$ cat src/rtl/stn_rx_pkg.sv
`default_nettype none
// ============================================================================
// Module      : stn_rx_pkg
// Description : Shared state encoding, geometry defaults and synchronizer
//               bit map for the STN panel receiver.
// Revision    : 1.0 - initial release
// ============================================================================
package stn_rx_pkg;

    localparam int HBYTES_DEF = 40;
    localparam int VLINES_DEF = 240;

    typedef logic [1:0] state_t;
    localparam state_t ST_IDLE   = 2'd0;
    localparam state_t ST_SYNC   = 2'd1;
    localparam state_t ST_ACTIVE = 2'd2;

    // Layout of the vector fed to the synchronizer: {fpframe, fpline, fpshift, fpdat}
    localparam int SYNC_W  = 7;
    localparam int B_FRAME = 6;
    localparam int B_LINE  = 5;
    localparam int B_SHIFT = 4;

endpackage : stn_rx_pkg
`default_nettype wire

$ cat src/rtl/stn_rx_if.sv
`default_nettype none
// ============================================================================
// Module      : stn_rx_if
// Description : STN panel strobes/data in, packed pixel byte stream out.
// Revision    : 1.0 - initial release
// ============================================================================
interface stn_rx_if;

    logic       fpframe;
    logic       fpline;
    logic       fpshift;
    logic [3:0] fpdat;

    logic [7:0] o_dat;
    logic       o_vld;
    logic [5:0] o_x;
    logic [7:0] o_y;
    logic       o_sof;
    logic       o_eol;

    // master = panel side / stream consumer, slave = receiver
    modport master (
        output fpframe, fpline, fpshift, fpdat,
        input  o_dat, o_vld, o_x, o_y, o_sof, o_eol
    );

    modport slave (
        input  fpframe, fpline, fpshift, fpdat,
        output o_dat, o_vld, o_x, o_y, o_sof, o_eol
    );

endinterface : stn_rx_if
`default_nettype wire

$ cat src/rtl/stn_rx_sync.sv
`default_nettype none
// ============================================================================
// Module      : stn_sync
// Description : Two-flop synchronizer for all seven panel inputs, third stage
//               on the three strobes for edge detection.
// Revision    : 1.0 - initial release
// ============================================================================
module stn_sync
    import stn_rx_pkg::*;
(
    input  logic              clk,
    input  logic              rst,
    input  logic [SYNC_W-1:0] async_in,
    output logic [3:0]        dat,
    output logic              frame_rise,
    output logic              line_fall,
    output logic              shift_fall
);

    logic [SYNC_W-1:0] r_s1;
    logic [SYNC_W-1:0] r_s2;
    logic [2:0]        r_s3;

    always_ff @(posedge clk) begin
        if (rst) begin
            r_s1 <= '0;
            r_s2 <= '0;
            r_s3 <= '0;
        end else begin
            r_s1 <= async_in;
            r_s2 <= r_s1;
            r_s3 <= r_s2[B_FRAME:B_SHIFT];
        end
    end

    // Data is taken from the same stage as the strobe's new level
    assign dat        = r_s2[3:0];
    assign frame_rise =  r_s2[B_FRAME] & ~r_s3[2];
    assign line_fall  = ~r_s2[B_LINE]  &  r_s3[1];
    assign shift_fall = ~r_s2[B_SHIFT] &  r_s3[0];

endmodule : stn_sync
`default_nettype wire

$ cat src/rtl/stn_rx.sv
`default_nettype none
// ============================================================================
// Module      : stn_rx
// Description : STN panel receiver - packs nibble pairs into bytes with
//               line/frame position and sticky geometry error flags.
// Revision    : 1.0 - initial release
// ============================================================================
module stn_rx
    import stn_rx_pkg::*;
#(
    parameter int HBYTES = HBYTES_DEF,
    parameter int VLINES = VLINES_DEF
) (
    input  logic         clk,
    input  logic         rst,
    input  logic         en,
    input  logic         err_clr,
    stn_rx_if.slave      bus,
    output logic         err_h,
    output logic         err_v
);

    localparam logic [6:0] c_hbytes = 7'(HBYTES);
    localparam logic [7:0] c_vlines = 8'(VLINES);

    logic [3:0] w_nib;
    logic       w_frame_rise;
    logic       w_line_fall;
    logic       w_shift_fall;

    stn_sync u_sync (
        .clk        (clk),
        .rst        (rst),
        .async_in   ({bus.fpframe, bus.fpline, bus.fpshift, bus.fpdat}),
        .dat        (w_nib),
        .frame_rise (w_frame_rise),
        .line_fall  (w_line_fall),
        .shift_fall (w_shift_fall)
    );

    state_t     r_state;
    state_t     w_state_nxt;
    logic       w_active;
    logic       w_armed;

    logic       r_ev_frame;
    logic       r_ev_line;
    logic       r_phase;
    logic [3:0] r_hi;
    logic [7:0] r_dat;
    logic       r_vld;
    logic [5:0] r_x;
    logic [7:0] r_y;
    logic       r_sof;
    logic       r_eol;
    logic       r_err_h;
    logic       r_err_v;

    always_ff @(posedge clk) begin
        if (rst) r_state <= ST_IDLE;
        else     r_state <= w_state_nxt;
    end

    always_comb begin
        w_state_nxt = r_state;
        if (!en) begin
            w_state_nxt = ST_IDLE;
        end else begin
            case (r_state)
                ST_IDLE:   w_state_nxt = ST_SYNC;
                ST_SYNC:   if (r_ev_frame) w_state_nxt = ST_ACTIVE;
                ST_ACTIVE: w_state_nxt = ST_ACTIVE;
                default:   w_state_nxt = ST_IDLE;
            endcase
        end
    end

    always_comb begin
        w_active = en && (r_state == ST_ACTIVE);
        w_armed  = en && ((r_state == ST_SYNC) || (r_state == ST_ACTIVE));
    end

    // Line/frame events are acted on one cycle after detection so that a
    // coincident nibble is packed first, keeping o_x valid during its o_vld.
    always_ff @(posedge clk) begin
        if (rst) begin
            r_ev_frame <= 1'b0;
            r_ev_line  <= 1'b0;
        end else begin
            r_ev_frame <= w_frame_rise;
            r_ev_line  <= w_line_fall;
        end
    end

    logic       w_take;
    logic       w_y_over;
    logic       w_nib_drop_v;
    logic       w_nib_drop_h;
    logic       w_nib_store;
    logic       w_line_end;
    logic [6:0] w_line_bytes;
    logic       w_line_bad;
    logic [7:0] w_y_after;
    logic       w_frame;
    logic       w_frame_err;
    logic       w_set_h;
    logic       w_set_v;

    always_comb begin
        w_y_over     = (r_y >= c_vlines);
        w_take       = w_active && w_shift_fall;
        w_nib_drop_v = w_take && w_y_over;
        w_nib_drop_h = w_take && !w_y_over && ({1'b0, r_x} >= c_hbytes);
        w_nib_store  = w_take && !w_nib_drop_v && !w_nib_drop_h;

        w_line_end   = w_active && r_ev_line;
        w_line_bytes = {1'b0, r_x} + {6'd0, r_vld};
        w_line_bad   = w_line_end && !w_y_over &&
                       (r_phase || (w_line_bytes < c_hbytes));
        w_y_after    = (w_line_end && !w_y_over) ? (r_y + 8'd1) : r_y;

        w_frame      = w_armed && r_ev_frame;
        w_frame_err  = w_frame && (r_state == ST_ACTIVE) && (w_y_after != c_vlines);

        w_set_h      = w_nib_drop_h || w_line_bad;
        w_set_v      = w_nib_drop_v || (w_line_end && w_y_over) || w_frame_err;
    end

    always_ff @(posedge clk) begin
        if (rst) begin
            r_phase <= 1'b0;
            r_hi    <= '0;
            r_dat   <= '0;
            r_vld   <= 1'b0;
            r_x     <= '0;
            r_y     <= '0;
            r_sof   <= 1'b0;
            r_eol   <= 1'b0;
            r_err_h <= 1'b0;
            r_err_v <= 1'b0;
        end else begin
            r_vld <= 1'b0;
            r_sof <= 1'b0;
            r_eol <= 1'b0;

            if (r_vld) r_x <= r_x + 6'd1;

            if (w_nib_store) begin
                if (!r_phase) begin
                    r_hi    <= w_nib;
                    r_phase <= 1'b1;
                end else begin
                    r_dat   <= {r_hi, w_nib};
                    r_vld   <= 1'b1;
                    r_phase <= 1'b0;
                end
            end

            if (w_line_end) begin
                r_eol   <= 1'b1;
                r_x     <= '0;
                r_phase <= 1'b0;
                r_y     <= w_y_after;
            end

            // Frame restart overrides a coincident line end
            if (w_frame) begin
                r_sof   <= 1'b1;
                r_x     <= '0;
                r_y     <= '0;
                r_phase <= 1'b0;
            end

            r_err_h <= (r_err_h & ~err_clr) | w_set_h;
            r_err_v <= (r_err_v & ~err_clr) | w_set_v;
        end
    end

    assign bus.o_dat = r_dat;
    assign bus.o_vld = r_vld;
    assign bus.o_x   = r_x;
    assign bus.o_y   = r_y;
    assign bus.o_sof = r_sof;
    assign bus.o_eol = r_eol;
    assign err_h     = r_err_h;
    assign err_v     = r_err_v;

endmodule : stn_rx
`default_nettype wire

$ cat src/flat_wrapper.sv
// flat-port wrapper written by rule: the top's interface ports become plain ports
module stn_rx_flat import stn_rx_pkg::*;
#(
    parameter int HBYTES = HBYTES_DEF,
    parameter int VLINES = VLINES_DEF
)
  (clk, rst, en, err_clr, err_h, err_v, bus_fpframe, bus_fpline, bus_fpshift, bus_fpdat, bus_o_dat, bus_o_vld, bus_o_x, bus_o_y, bus_o_sof, bus_o_eol);
  stn_rx_if bus_i ();
  input  logic clk;
  input  logic rst;
  input  logic en;
  input  logic err_clr;
  output logic err_h;
  output logic err_v;
  input wire logic [$bits(bus_i.fpframe)-1:0] bus_fpframe;
  input wire logic [$bits(bus_i.fpline)-1:0] bus_fpline;
  input wire logic [$bits(bus_i.fpshift)-1:0] bus_fpshift;
  input wire logic [$bits(bus_i.fpdat)-1:0] bus_fpdat;
  output wire logic [$bits(bus_i.o_dat)-1:0] bus_o_dat;
  output wire logic [$bits(bus_i.o_vld)-1:0] bus_o_vld;
  output wire logic [$bits(bus_i.o_x)-1:0] bus_o_x;
  output wire logic [$bits(bus_i.o_y)-1:0] bus_o_y;
  output wire logic [$bits(bus_i.o_sof)-1:0] bus_o_sof;
  output wire logic [$bits(bus_i.o_eol)-1:0] bus_o_eol;
  assign bus_i.fpframe = bus_fpframe;
  assign bus_i.fpline = bus_fpline;
  assign bus_i.fpshift = bus_fpshift;
  assign bus_i.fpdat = bus_fpdat;
  assign bus_o_dat = bus_i.o_dat;
  assign bus_o_vld = bus_i.o_vld;
  assign bus_o_x = bus_i.o_x;
  assign bus_o_y = bus_i.o_y;
  assign bus_o_sof = bus_i.o_sof;
  assign bus_o_eol = bus_i.o_eol;
  stn_rx #(.HBYTES(HBYTES), .VLINES(VLINES)) u_core (.clk(clk), .rst(rst), .en(en), .err_clr(err_clr), .bus(bus_i), .err_h(err_h), .err_v(err_v));
endmodule
$ cat config.mk
export PLATFORM = sky130hd
export DESIGN_NAME = stn_rx_flat
export DESIGN_NICKNAME = d
export VERILOG_FILES = /design/src/rtl/stn_rx_pkg.sv /design/src/rtl/stn_rx_if.sv /design/src/rtl/stn_rx_sync.sv /design/src/rtl/stn_rx.sv /design/src/flat_wrapper.sv
export SDC_FILE = /design/constraint.sdc
export NUM_CORES = 1
export LEC_CHECK = 0
export CAP_MARGIN = 20
export CORE_UTILIZATION = 46
export CTS_CLUSTER_SIZE = 25
export DETAILED_ROUTE_END_ITERATION = 8
export PLACE_DENSITY = 0.72
export SLEW_MARGIN = 20
export SYNTH_ARGS = -nofsm -noshare
export SYNTH_HDL_FRONTEND = slang
export SYNTH_SLANG_ARGS = --single-unit
export TNS_END_PERCENT = 100
$ cat constraint.sdc
create_clock -name clk -period 1.52 [get_ports clk]
set_input_delay 0.304 -clock clk [delete_from_list [all_inputs] [get_ports clk]]
set_output_delay 0.304 -clock clk [all_outputs]
set_load 0.01 [all_outputs]
# Word level (Yosys, flattened, before mapping)
# Cells that the tools add are included.
# totals
ff_bits,53
word_cells,77
# classes
n_addsub,3
n_lt_le_gt_ge,3
eq_ne,4
muxes,7
n_bitwise,14
n_reduce_logical,30
# op_table
operator,n
logical AND 1 bit,15
"adder 8 x 1 -> 8 bit, second input constant",1
">= comparator 8 bit, second input constant",1
2-to-1 mux 8 bit,1
"inequality test 8 bit, second input constant",1
adder 6 x 1 -> 7 bit,1
"< comparator 7 x 6 -> 1 bit, second input constant",1
inverter 1 bit,7
"adder 6 x 1 -> 6 bit, second input constant",1
">= comparator 6 bit, second input constant",1
case mux 2 bit (3 select lines),1
OR reduction 2 bit,3
AND 1 bit,5
logical OR 1 bit,5
2-to-1 mux 1 bit,4
AND reduction 2 bit,2
zero test 1 bit,3
OR reduction 3 bit,1
"equality test 2 x 1 -> 1 bit, second input constant",1
"equality test 2 bit, second input constant",1
zero test 2 bit,1
2-to-1 mux 2 bit,1
"inequality test 2 x 1 -> 1 bit, second input constant",1
bitwise OR 1 bit,2

# Logic depth before layout (Yosys ltp)
# logic_depth
word_depth,9
mapped_depth,7
depth_no_buf,6

# Cells and area by module
# A second synthesis with hierarchy kept.
# hier_totals
cells_unflattened,216
hier_area_um2,2110.8
# by_module_without_submodules
mod,instances,cells_per_inst,area_each_um2,seq_area_each_um2
stn_rx,1,174,1586.5,720.7
stn_sync,1,42,524.3,340.3

# Least setup slack after synthesis
# OpenSTA, ideal clock, no wires.
# synth_path
path_type,reg2reg
startpoint,register u_core.r_state[0]
endpoint,register u_core.r_phase
setup_time_ns,0.058
arrival_time_ns,1.507
t_required_ns,1.462
path_slack_ns,-0.044
path_stages_with_launch,7
path_buffers,1
synth_period_minus_slack_ns,1.564
cell_sequence,dfxtp_1 > inv_1 > ha_1 > a31o_2 > buf_2 > nand2b_1 > o21ba_2
# synth_between
elab_chain_cells,7
elab_cells_between_ends,16
cone_classes,2 x eq/ne; 14 x reduce/logical
# synth_lines
item,line,rtl
from (decl),stn_rx.sv:41,state_t r_state;
from (signal assigned),stn_rx.sv:61,else r_state <= w_state_nxt;
equality test 2 bit,"stn_rx.sv:79, stn_rx.sv:80",
logical AND 1 bit,stn_rx.sv:79,w_active = en && (r_state == ST_ACTIVE);
logical AND 1 bit,stn_rx.sv:111,w_take = w_active && w_shift_fall;
logical AND 1 bit (on tied branches),"stn_rx.sv:112, stn_rx.sv:113",
zero test 1 bit / logical AND 1 bit (equally long branches),"stn_rx.sv:114, stn_rx.sv:113",
logical AND 1 bit / zero test 1 bit (equally long branches),stn_rx.sv:114,w_nib_store = w_take && !w_nib_drop_v && !w_nib_drop_h;
logical AND 1 bit,stn_rx.sv:114,
to (signal assigned),stn_rx.sv:131,r_phase <= 1'b0;
to (signal assigned),stn_rx.sv:151,r_phase <= 1'b1;
to (signal assigned),stn_rx.sv:155,r_phase <= 1'b0;
to (decl),stn_rx.sv:48,logic r_phase;
# Several ways; a longest one is shown, not always the timed one.
# A chain may end at the register's enable or synchronous reset.

# Worst setup path in the final report
# layout_path
startpoint,register u_core.r_state[0]
endpoint,"register u_core.r_err_v, in the netlist u_core.err_v"
# layout_between
elab_chain_cells,9
elab_cells_between_ends,18
cone_classes,3 x eq/ne; 1 x mux; 1 x bitwise; 13 x reduce/logical
# layout_lines
item,line,rtl
equality test 2 bit,"stn_rx.sv:79, stn_rx.sv:80, stn_rx.sv:123",
logical AND 1 bit,stn_rx.sv:79,
logical AND 1 bit,stn_rx.sv:116,w_line_end = w_active && r_ev_line;
logical AND 1 bit,stn_rx.sv:120,w_y_after = (w_line_end && !w_y_over) ? (r_y + 8'd1) : r_y;
2-to-1 mux 8 bit,stn_rx.sv:120,
inequality test 8 bit,stn_rx.sv:123,w_frame_err = w_frame && (r_state == ST_ACTIVE) && (w_y_after != c_vlines);
logical AND 1 bit,stn_rx.sv:123,
logical OR 1 bit *,stn_rx.sv:126,w_set_v = w_nib_drop_v || (w_line_end && w_y_over) || w_frame_err;
bitwise OR 1 bit *,stn_rx.sv:175,r_err_v <= (r_err_v & ~err_clr) | w_set_v;
to (signal assigned),stn_rx.sv:175,
to (decl),stn_rx.sv:57,logic r_err_v;
# Every way passes the cells marked *; elsewhere a longest branch is shown, timed or not.

==> metrics.yaml <==
grt_max_degree: 25
post-route-util_pct: 66.5
finalCriticalPeriod_ns: 1.54
fin_crit_sh_pct: 101
grt_pass1_vias: 1541
hp-class: "flop to flop"
place_ws_ns: -0.348
synthTopCellsByArea: "dfxtp_1, mux2i_1, nor2_1"
drtIter0Drc: 126
ys_ff_latch: 53
cts_hold_buf: 0
rows: 24
r2r-end: "u_core.err_v"
cp.buffers_inverters: 3
switchingPower_uw: 561
r2r_cells: 8
p_seq_share_pct: 59.6
reg2reg_from: "u_core.r_state[0]"
crit_path_start: "u_core.r_state[0]"
cts_buffers: 5
placedCellCount: 320
setup_ws_ns: -0.0207
max_freq_mhz: 649
die_y_um: 70.1
crit_chain: "inv_4 > ha_4 > buf_4 > nand3_2 > buf_6 > o211ai_1 > a221oi_2 > a31oi_1"
synthCells: 214
worst_slew_pin_slew_ns: 0.270
final_common_cell: "dfxtp_1"
hpwl_mm: 2.91
slew_headroom_pct: 81.9
slew_violations: 0
drc: 0
core-area_um2: 4410
syn_area_um2: 2130
io_pins: 38
cts_sinks: 53
cp-end-kind: "flop"
grt-ovfl-total: 0
synth_top_area_share_pct: 49.7
p_leak_uw: 0.00144
syn_nets: 231
final-setup-viol-count: 1
drv_cap: 0
synth-edff-count: 0
viasPerCell: 5.07
post-route-cell-area_um2: 2940
critPathTopFamily: "compound AO/OA/AOI/OAI gates"
clock_path_buffers: 2
dpl_cell_area_um2: 2720
numPortBuffers: 37
synth_warnings: 0
detail-route-antenna-nets: 0
p_int_uw: 1820
drt_wl_total_mm: 4.19
vdd_drop_max_uv: 732
combPwrFrac_pct: 4.9
hold_viol: 0
path_class: "flop to flop"
vias: 1668
crit_path_max_incr_delay_ns: 0.36
syn_avg_cell_area_um2: 9.97
critPathRequiredTime_ns: 1.72
status: "finished with violations"
layout-drive-gt1-share_pct: 23.1
r2r_setup_slack_ns: -0.02
clk_latency_ns: 0.31
netSwitchingFraction_pct: 23.5
cp-start-kind: "flop"
first_pass_iters: 4
n_antenna_cell: 0
endpoint: "u_core.err_v"
crit_slowest_cell: "dfxtp_2"
final_cell_mix: "dfxtp_1, nor2_1, buf_4"
skew_ns: 0.0115
dieArea_um2: 4910
final-instance-count-excl-fill: 329
cp_max_fo: 6
cts_root_buf: "clkbuf_8"
yosysUniqueCellTypes: 41
clkTransAtPathRegs_ns: 0.11
gp_congestion: 0.838
dieWidth_um: 70.1
cp.arrival_ns: 1.74
rsz0062_at_grt: "yes"
power_density_nw_per_um2: 812
antenna_found_initial: 0
nets: 293
area_growth_pct: 37.6
cts_tree: "yes"
violations: "setup timing"
grtUsageTotal_pct: 18.0
cp.depth: 8
yosysSeqAreaShare_pct: 49.7
avgRoutedWirePerCell_um: 12.7
clkPwrFrac_pct: 35.5
async_flop_share_pct: 0
synth_top_area_cell: "dfxtp_1"
initial_core_util_pct: 48.3
synth-main-ff-cell: "dfxtp_1"
grt_pass1_wl_mm: 7.11
ctsHtreeMaxLevel: 2
-- cell usage after synthesis, drive strengths merged, types with 3 or more instances --
cell	instances
nor2	33
mux2i	16
a31o	3
ha	6
inv	7
dfxtp	53
nand3	4
nand2b	3
nand4b	4
nand2	11
xnor2	3
xor2	7
nand4	7
buf	5
o21ai	3
nor4	4
nor2b	18
a21oi	3
clkbuf	5
-- metal layers --
metal	global-route usage (%)	vias up	routed length (um)
met5	0	-	0
met4	7.11	0	39
met3	3.61	5	130
met2	28.5	32	2110
met1	24.2	781	1920
li1	-	850	-
-- stage by stage --
step / power [uW] / hold WS (ns) / setup TNS (ns)
floorplan: 1510 / 0.367 / -0.0804
global placement: 1560 / 0.372 / -6.44
detailed placement: 1560 / 0.389 / -6.84
CTS: 2400 / 0.401 / 0
global route: 2490 / 0.422 / -0.149
finish: 2380 / 0.397 / -0.0207
-- power by group through the flow --
stage          combinational [uW]  clock, uW  sequential [uW]
5_1_grt                       130        934             1420
3_3_place_gp                  106          0             1450
2_1_floorplan                56.0          0             1450
4_1_cts                       111        873             1420
3_5_place_dp                  109          0             1450
6_report                      118        845             1420
-- sequential cells by signal, summed over array words and instances (netlist names) --
signal and cells:
u_core.u_sync.r_s3 3, u_core.u_sync.r_s1 7, u_core.r_ev_line 1, u_core.bus.o_eol 1
u_core.err_v 1, u_core.bus.o_vld 1, u_core.r_hi 4, u_core.r_phase 1
u_core.u_sync.r_s2 7, u_core.r_ev_frame 1, u_core.bus.o_sof 1, u_core.bus.o_dat 8
u_core.bus.o_y 8, u_core.err_h 1, u_core.r_state 2, u_core.bus.o_x 6
-- area by class of cell --
cell class | count | area [um2]
clock buffers | 5 | 68.8
clock inverters | 3 | 28.8
fillers | 368 | 1480
inverters | 7 | 28.8
multi-input cells | 144 | 1070
flip-flops and latches | 53 | 1080
well taps | 52 | 65.1
repair buffers | 65 | 593
-- worst reg2reg max path, delay by kind of cell (launching register included) --
family,cells,cell delay [ns]
adders and majority gates,1,0.18
buffers and inverters,3,0.33
and+or+nand+nor,1,0.07
DFF,1,0.36
AOI/OAI and AO/OA,3,0.50
-- logic make-up after synthesis --
| family | count (synthesis) | share of synthesized area [%] |
|---|---|---|
| buf+inv | 17 | 3.70 |
| fa+ha+maj | 6 | 3.52 |
| xor+xnor | 10 | 4.11 |
| flops | 53 | 49.7 |
| mux | 16 | 7.51 |
| compound gates | 20 | 7.33 |
| simple gates | 92 | 24.1 |
-- worst min-delay path by stage --
stage / startpoint / end / slack (ns) / cells after the start
after floorplan: u_core.u_sync.r_s3[2] / u_core.r_ev_frame / 0.37 / 1
after global placement: u_core.u_sync.r_s3[2] / u_core.r_ev_frame / 0.37 / 1
after detailed placement: u_core.u_sync.r_s3[2] / u_core.r_ev_frame / 0.39 / 1
after CTS: u_core.u_sync.r_s3[2] / u_core.r_ev_frame / 0.40 / 1
after global routing: u_core.u_sync.r_s3[2] / u_core.r_ev_frame / 0.42 / 1
final: u_core.u_sync.r_s3[2] / u_core.r_ev_frame / 0.40 / 1
-- repair_timing --
action / CTS / global route
pin swaps: 1 / 5
setup buffers: 0 / 1
setup endpoints to repair: 34 / 25
gates resized for setup: 36 / 20
Power figures use the tool's default switching activity.
